[src/rtl/wide_add_sequencer_pkg.sv]
// Shared definitions for the multi-precision add/subtract sequencer.
package wide_add_sequencer_pkg;

  // Slice width of the shared carry-lookahead adder.
  localparam int WORD_W = 16;

  // Sequencer states.
  typedef enum logic [1:0] {
    ST_IDLE = 2'd0,
    ST_RUN  = 2'd1,
    ST_DONE = 2'd2
  } state_t;

  // Operation codes carried on in_op.
  localparam logic OP_ADD = 1'b0;
  localparam logic OP_SUB = 1'b1;

endpackage

[src/rtl/wide_add_sequencer_cla16.sv]
// 16-bit carry-lookahead adder: four 4-bit groups with a second-level
// lookahead across the group generate/propagate terms.
module cla_16bit (
  input  logic [15:0] a,
  input  logic [15:0] b,
  input  logic        cin,
  output logic [15:0] sum,
  output logic        cout
);

  logic [15:0] g;
  logic [15:0] p;
  logic [3:0]  gg;
  logic [3:0]  pg;
  logic [4:0]  cg;
  logic [15:0] c;

  assign g = a & b;
  assign p = a ^ b;

  // Group generate/propagate, group carries by lookahead, then bit carries.
  always_comb begin
    gg = '0;
    pg = '0;
    cg = '0;
    c  = '0;
    for (int k = 0; k < 4; k++) begin
      gg[k] = g[4*k+3]
            | (p[4*k+3] & g[4*k+2])
            | (p[4*k+3] & p[4*k+2] & g[4*k+1])
            | (p[4*k+3] & p[4*k+2] & p[4*k+1] & g[4*k]);
      pg[k] = p[4*k+3] & p[4*k+2] & p[4*k+1] & p[4*k];
    end
    cg[0] = cin;
    cg[1] = gg[0] | (pg[0] & cin);
    cg[2] = gg[1] | (pg[1] & gg[0]) | (pg[1] & pg[0] & cin);
    cg[3] = gg[2] | (pg[2] & gg[1]) | (pg[2] & pg[1] & gg[0])
          | (pg[2] & pg[1] & pg[0] & cin);
    cg[4] = gg[3] | (pg[3] & gg[2]) | (pg[3] & pg[2] & gg[1])
          | (pg[3] & pg[2] & pg[1] & gg[0])
          | (pg[3] & pg[2] & pg[1] & pg[0] & cin);
    for (int k = 0; k < 4; k++) begin
      c[4*k]   = cg[k];
      c[4*k+1] = g[4*k]   | (p[4*k]   & cg[k]);
      c[4*k+2] = g[4*k+1] | (p[4*k+1] & g[4*k])   | (p[4*k+1] & p[4*k] & cg[k]);
      c[4*k+3] = g[4*k+2] | (p[4*k+2] & g[4*k+1]) | (p[4*k+2] & p[4*k+1] & g[4*k])
               | (p[4*k+2] & p[4*k+1] & p[4*k] & cg[k]);
    end
  end

  assign sum  = p ^ c;
  assign cout = cg[4];

endmodule

[src/rtl/wide_add_sequencer.sv]
// Multi-precision add/subtract engine: one shared 16-bit CLA iterated over
// N_WORDS slices, LSB slice first, with the carry held in a register.
module wide_add_sequencer
  import wide_add_sequencer_pkg::*;
#(
  parameter int WORD_W  = wide_add_sequencer_pkg::WORD_W,
  parameter int N_WORDS = 4
) (
  input  logic                        clk,
  input  logic                        rst,
  input  logic                        in_valid,
  output logic                        in_ready,
  input  logic [WORD_W*N_WORDS-1:0]   in_a,
  input  logic [WORD_W*N_WORDS-1:0]   in_b,
  input  logic                        in_op,
  input  logic                        in_cin,
  output logic                        out_valid,
  input  logic                        out_ready,
  output logic [WORD_W*N_WORDS-1:0]   out_sum,
  output logic                        out_cout,
  output logic                        out_ovf,
  output logic                        out_zero
);

  localparam int IDX_W = $clog2(N_WORDS);
  localparam logic [IDX_W-1:0] IDX_LAST = IDX_W'(N_WORDS - 1);

  state_t                           state_q, state_d;
  logic [IDX_W-1:0]                 idx_q, idx_d;
  logic                             carry_q, carry_d;
  logic [N_WORDS-1:0][WORD_W-1:0]   a_q, a_d;
  logic [N_WORDS-1:0][WORD_W-1:0]   b_q, b_d;
  logic [N_WORDS-1:0][WORD_W-1:0]   sum_q, sum_d;
  logic                             cout_q, cout_d;
  logic                             ovf_q, ovf_d;
  logic                             in_ready_q, in_ready_d;
  logic                             out_valid_q, out_valid_d;

  logic [WORD_W-1:0]                add_sum;
  logic                             add_cout;

  // The single shared slice adder; operands come from the slice muxes.
  cla_16bit u_cla (
    .a    (a_q[idx_q]),
    .b    (b_q[idx_q]),
    .cin  (carry_q),
    .sum  (add_sum),
    .cout (add_cout)
  );

  // Next-state logic: operand capture, slice iteration and result handshake.
  always_comb begin
    state_d     = state_q;
    idx_d       = idx_q;
    carry_d     = carry_q;
    a_d         = a_q;
    b_d         = b_q;
    sum_d       = sum_q;
    cout_d      = cout_q;
    ovf_d       = ovf_q;
    in_ready_d  = in_ready_q;
    out_valid_d = out_valid_q;
    unique case (state_q)
      ST_IDLE: begin
        if (in_valid) begin
          // Subtract is A + ~B + 1, so only B and the carry-in change.
          a_d        = in_a;
          b_d        = (in_op == OP_SUB) ? ~in_b : in_b;
          carry_d    = (in_op == OP_SUB) ? 1'b1 : in_cin;
          idx_d      = '0;
          in_ready_d = 1'b0;
          state_d    = ST_RUN;
        end
      end
      ST_RUN: begin
        sum_d[idx_q] = add_sum;
        carry_d      = add_cout;
        if (idx_q == IDX_LAST) begin
          cout_d      = add_cout;
          ovf_d       = (a_q[IDX_LAST][WORD_W-1] == b_q[IDX_LAST][WORD_W-1])
                      & (add_sum[WORD_W-1] != a_q[IDX_LAST][WORD_W-1]);
          idx_d       = '0;
          out_valid_d = 1'b1;
          state_d     = ST_DONE;
        end else begin
          idx_d = idx_q + IDX_W'(1);
        end
      end
      ST_DONE: begin
        if (out_ready) begin
          out_valid_d = 1'b0;
          in_ready_d  = 1'b1;
          state_d     = ST_IDLE;
        end
      end
      default: begin
        state_d     = ST_IDLE;
        in_ready_d  = 1'b1;
        out_valid_d = 1'b0;
      end
    endcase
  end

  // State register; reset aborts any operation in flight and clears results.
  always_ff @(posedge clk or posedge rst) begin
    if (rst) begin
      state_q     <= ST_IDLE;
      idx_q       <= '0;
      carry_q     <= 1'b0;
      a_q         <= '0;
      b_q         <= '0;
      sum_q       <= '0;
      cout_q      <= 1'b0;
      ovf_q       <= 1'b0;
      in_ready_q  <= 1'b1;
      out_valid_q <= 1'b0;
    end else begin
      state_q     <= state_d;
      idx_q       <= idx_d;
      carry_q     <= carry_d;
      a_q         <= a_d;
      b_q         <= b_d;
      sum_q       <= sum_d;
      cout_q      <= cout_d;
      ovf_q       <= ovf_d;
      in_ready_q  <= in_ready_d;
      out_valid_q <= out_valid_d;
    end
  end

  assign in_ready  = in_ready_q;
  assign out_valid = out_valid_q;
  assign out_sum   = sum_q;
  assign out_cout  = cout_q;
  assign out_ovf   = ovf_q;
  assign out_zero  = (sum_q == '0);

endmodule

[config.mk]
export PLATFORM = sky130hd
export DESIGN_NAME = wide_add_sequencer
export DESIGN_NICKNAME = d
export VERILOG_FILES = /design/src/rtl/wide_add_sequencer_pkg.sv /design/src/rtl/wide_add_sequencer_cla16.sv /design/src/rtl/wide_add_sequencer.sv
export SDC_FILE = /design/constraint.sdc
export NUM_CORES = 1
export LEC_CHECK = 0
export BUFFER_PORTS_ARGS = -buffer_cell sky130_fd_sc_hd__buf_2
export CORE_MARGIN = 1.5
export CORE_UTILIZATION = 55
export CTS_BUF_LIST = sky130_fd_sc_hd__clkbuf_8 sky130_fd_sc_hd__clkbuf_16
export DETAILED_ROUTE_END_ITERATION = 10
export GPL_ROUTABILITY_DRIVEN = 0
export PLACE_DENSITY_LB_ADDON = 0.3
export SYNTH_ARGS = -nofsm -noshare
export SYNTH_HDL_FRONTEND = slang
export SYNTH_SLANG_ARGS = --single-unit
[constraint.sdc]
create_clock -name clk -period 7.55 [get_ports clk]
set_clock_uncertainty 0.1 [all_clocks]
set_input_delay 1.1325 -clock clk [delete_from_list [all_inputs] [get_ports clk]]
set_output_delay 1.1325 -clock clk [all_outputs]
set_load 0.05 [all_outputs]
==> flow_summary.json <==
{
  "ys_top_cells_by_count": "327 x nand2_1, 200 x dfrtp_1, 122 x o21ai_0",
  "netlist.area_leader.share": 0.524,
  "ys_types": 45,
  "cts_resized": 0,
  "h-tree-depth": 1,
  "wl_per_cell_um": 17.3,
  "rsz0062_at_grt": "false",
  "clock_latency_ps": 490,
  "syn_inst": 947,
  "critPathKind": "flip-flop to flip-flop",
  "drtPass1Iterations": 4,
  "end_kind": "flip-flop",
  "synth_edf_count": 0,
  "drt-initial-drc-count": 584,
  "finalWorstSetupSlack_ps": 3250,
  "portBuffers": 202,
  "synth_area_per_cell_um2": 10.1,
  "die_h_um": 135,
  "synth_fp_nets": 1105,
  "r2r-start": "idx_q[0]",
  "synth_mux_area_frac": 0.0892,
  "grt_usage": 0.264,
  "drv_slew": 0,
  "ys_warn_count": 0,
  "pre_cts_slack_ps": 3250,
  "met1_length_um": 10300,
  "status": "finished, final reports clean",
  "cts_tree": "built",
  "crit_chain": "buf_4 -> mux4_2 -> ha_1 -> a21o_1 -> a21oi_2 -> a21o_1 -> nand2_1 -> a311o_1 -> a21oi_1 -> fa_1 -> o21ai_0",
  "hold_violations": 0,
  "crit_slowest_cell": "dfrtp_2",
  "holdCritPathClass": "flip-flop to flip-flop",
  "finalSetupTns_ps": 0,
  "cts_hold_buf": 0,
  "maxCapViolCount": 0,
  "synth_compound_area_frac": 0.0871,
  "max_freq_mhz": 233,
  "detail-route-antenna-nets": 0,
  "crit_start": "idx_q[0]",
  "coreArea_mm2": 0.0168,
  "synth_top_family_by_area": "simple AND/OR/NAND/NOR gates",
  "grt_pass1_wl_um": 36900,
  "initial_core_util": 0.569,
  "placed_area_mm2": 0.0107,
  "worst_pin_slew_ps": 1140,
  "slowest_delay_ps": 710,
  "place_inst": 1318,
  "synth_flop_cell": "dfrtp_1",
  "antenna_cells": 0,
  "synth_most_common_cell": "nand2_1",
  "cts_buffer_depth": 3,
  "cp.required_ps": 7820,
  "die_x_um": 135,
  "fin_cells": 1354,
  "final_area_mm2": 0.0113,
  "viasPerCell": 5.44,
  "dr_wl_met3_um": 1370,
  "path_clk_slew_ps": 60,
  "wirelength_um": 23400,
  "first_global_vias": 7020,
  "area_growth_pct": 18.4,
  "postCtsSetupBuffers": 0,
  "start_kind": "flip-flop",
  "drcViolationCount": 0,
  "wl_met2_um": 11000,
  "ys_ff_latch": 201,
  "period_share": 0.569,
  "dpl.hpwl_um": 17000,
  "synth_adder_area_share": 0.0346,
  "cp_max_fo": 20,
  "routed.top_layer": "met4",
  "synth_seq_area_share": 0.527,
  "final_nets": 1279,
  "root_buffer": "clkbuf_16",
  "hp-start": "in_ready",
  "fp.dieArea_mm2": 0.0181,
  "slew_headroom": 0.241,
  "dr_total_vias": 7362,
  "drive_gt1_frac": 0.255,
  "cts.sinks": 201,
  "cpMostUsedCell": "a21o_1",
  "final.min_clock_period_ps": 4300,
  "worst_ep_arrival_time_ps": 4570,
  "synth_area_leaders": "dfrtp_1 52%, nand2_1 13%, mux4_2 7.6%",
  "overflow": 0,
  "synthSimpleGateAreaFrac": 0.167,
  "grt_max_degree": 144,
  "num_io_pins": 203,
  "async_reset_ff_frac": 1.00,
  "setup_viol": 0,
  "fillers": 1339,
  "num_rows": 47,
  "yosysTopAreaCell": "dfrtp_1",
  "grt_antenna_before_repair": 0,
  "synthesis.area_mm2": 0.00954,
  "synth_xor_area_frac": 0.0670,
  "cts_made_buffers": 21
}
through the flow:
step | hold WS [ps] | utilization
6_report | 369 | 0.674
5_1_grt | 389 | 0.674
4_1_cts | 377 | 0.674
3_5_place_dp | 363 | 0.636
3_3_place_gp | 349 | 0.636
2_1_floorplan | 340 | -
flip-flops by register name (all words and copies together) (netlist names):
register,cells
carry_q,1
a_q,64
state_q,2
idx_q,2
out_sum,64
b_q,64
in_ready,1
out_ovf,1
out_valid,1
out_cout,1
cells in the final DEF, fill, tap and decap left out, types with 5 or more instances in the layout:
master and n:
nand2_1 326, buf_2 201, dfrtp_1 199, o21ai_0 122
xnor2_1 67, mux4_2 32, clkbuf_16 21, ha_1 20
nor4_1 18, inv_1 17, a21oi_1 10, nor2_1 9
mux2_2 8, or3_1 6, xor2_1 6, buf_4 6
nand4_1 5, nand3_1 5, clkbuf_8 5
critical path: cells and delay by family (launching register included):
| kind | cells | cell delay, ps |
|---|---|---|
| adder cells (fa/ha/maj) | 2 | 850 |
| flip-flops | 1 | 710 |
| AND/OR/NAND/NOR | 1 | 110 |
| multiplexers | 1 | 570 |
| AO/OA/AOI/OAI | 6 | 1390 |
| buffers and inverters | 1 | 460 |
cells by family (layout without fill, tap and decap cells):
group | after synthesis | count (layout)
compound gates | 152 | 152
xor+xnor | 73 | 73
fa+ha+maj | 24 | 24
buf+inv | 66 | 253
flops | 201 | 201
mux | 44 | 44
simple gates | 387 | 387
per-layer routing:
| metal | up-vias | track usage |
|---|---|---|
| met2 | 270 | 0.423 |
| met3 | 50 | 0.0360 |
| met4 | 0 | 0.0806 |
| met5 | - | 0 |
| met1 | 3514 | 0.380 |
| li1 | 3528 | - |
layout make-up:
type	instances	area, um^2	area share
sequential	201	5030	0.446
multi-input combinational	680	4260	0.377
timing repair buffer	207	1050	0.0930
clock buffer	26	594	0.0526
tap	220	275	0.0244
inverter	10	45.0	0.00399
clock inverter	10	40.0	0.00354
worst paths after layout:
check | depth (start not counted) | to | slack, ps
worst max-delay path | 11 | out_sum[12] | 3250
worst min-delay path | 2 | in_ready | 370
worst max register to register | 11 | out_sum[12] | 3250
worst min register to register | 2 | in_ready | 370
max in group asynchronous | 3 | idx_q[0] | 5280
min in group asynchronous | 2 | out_sum[6] | 750
Power is not shown: default switching activity piles up to over one toggle a cycle in this logic, so the estimate is an artifact.
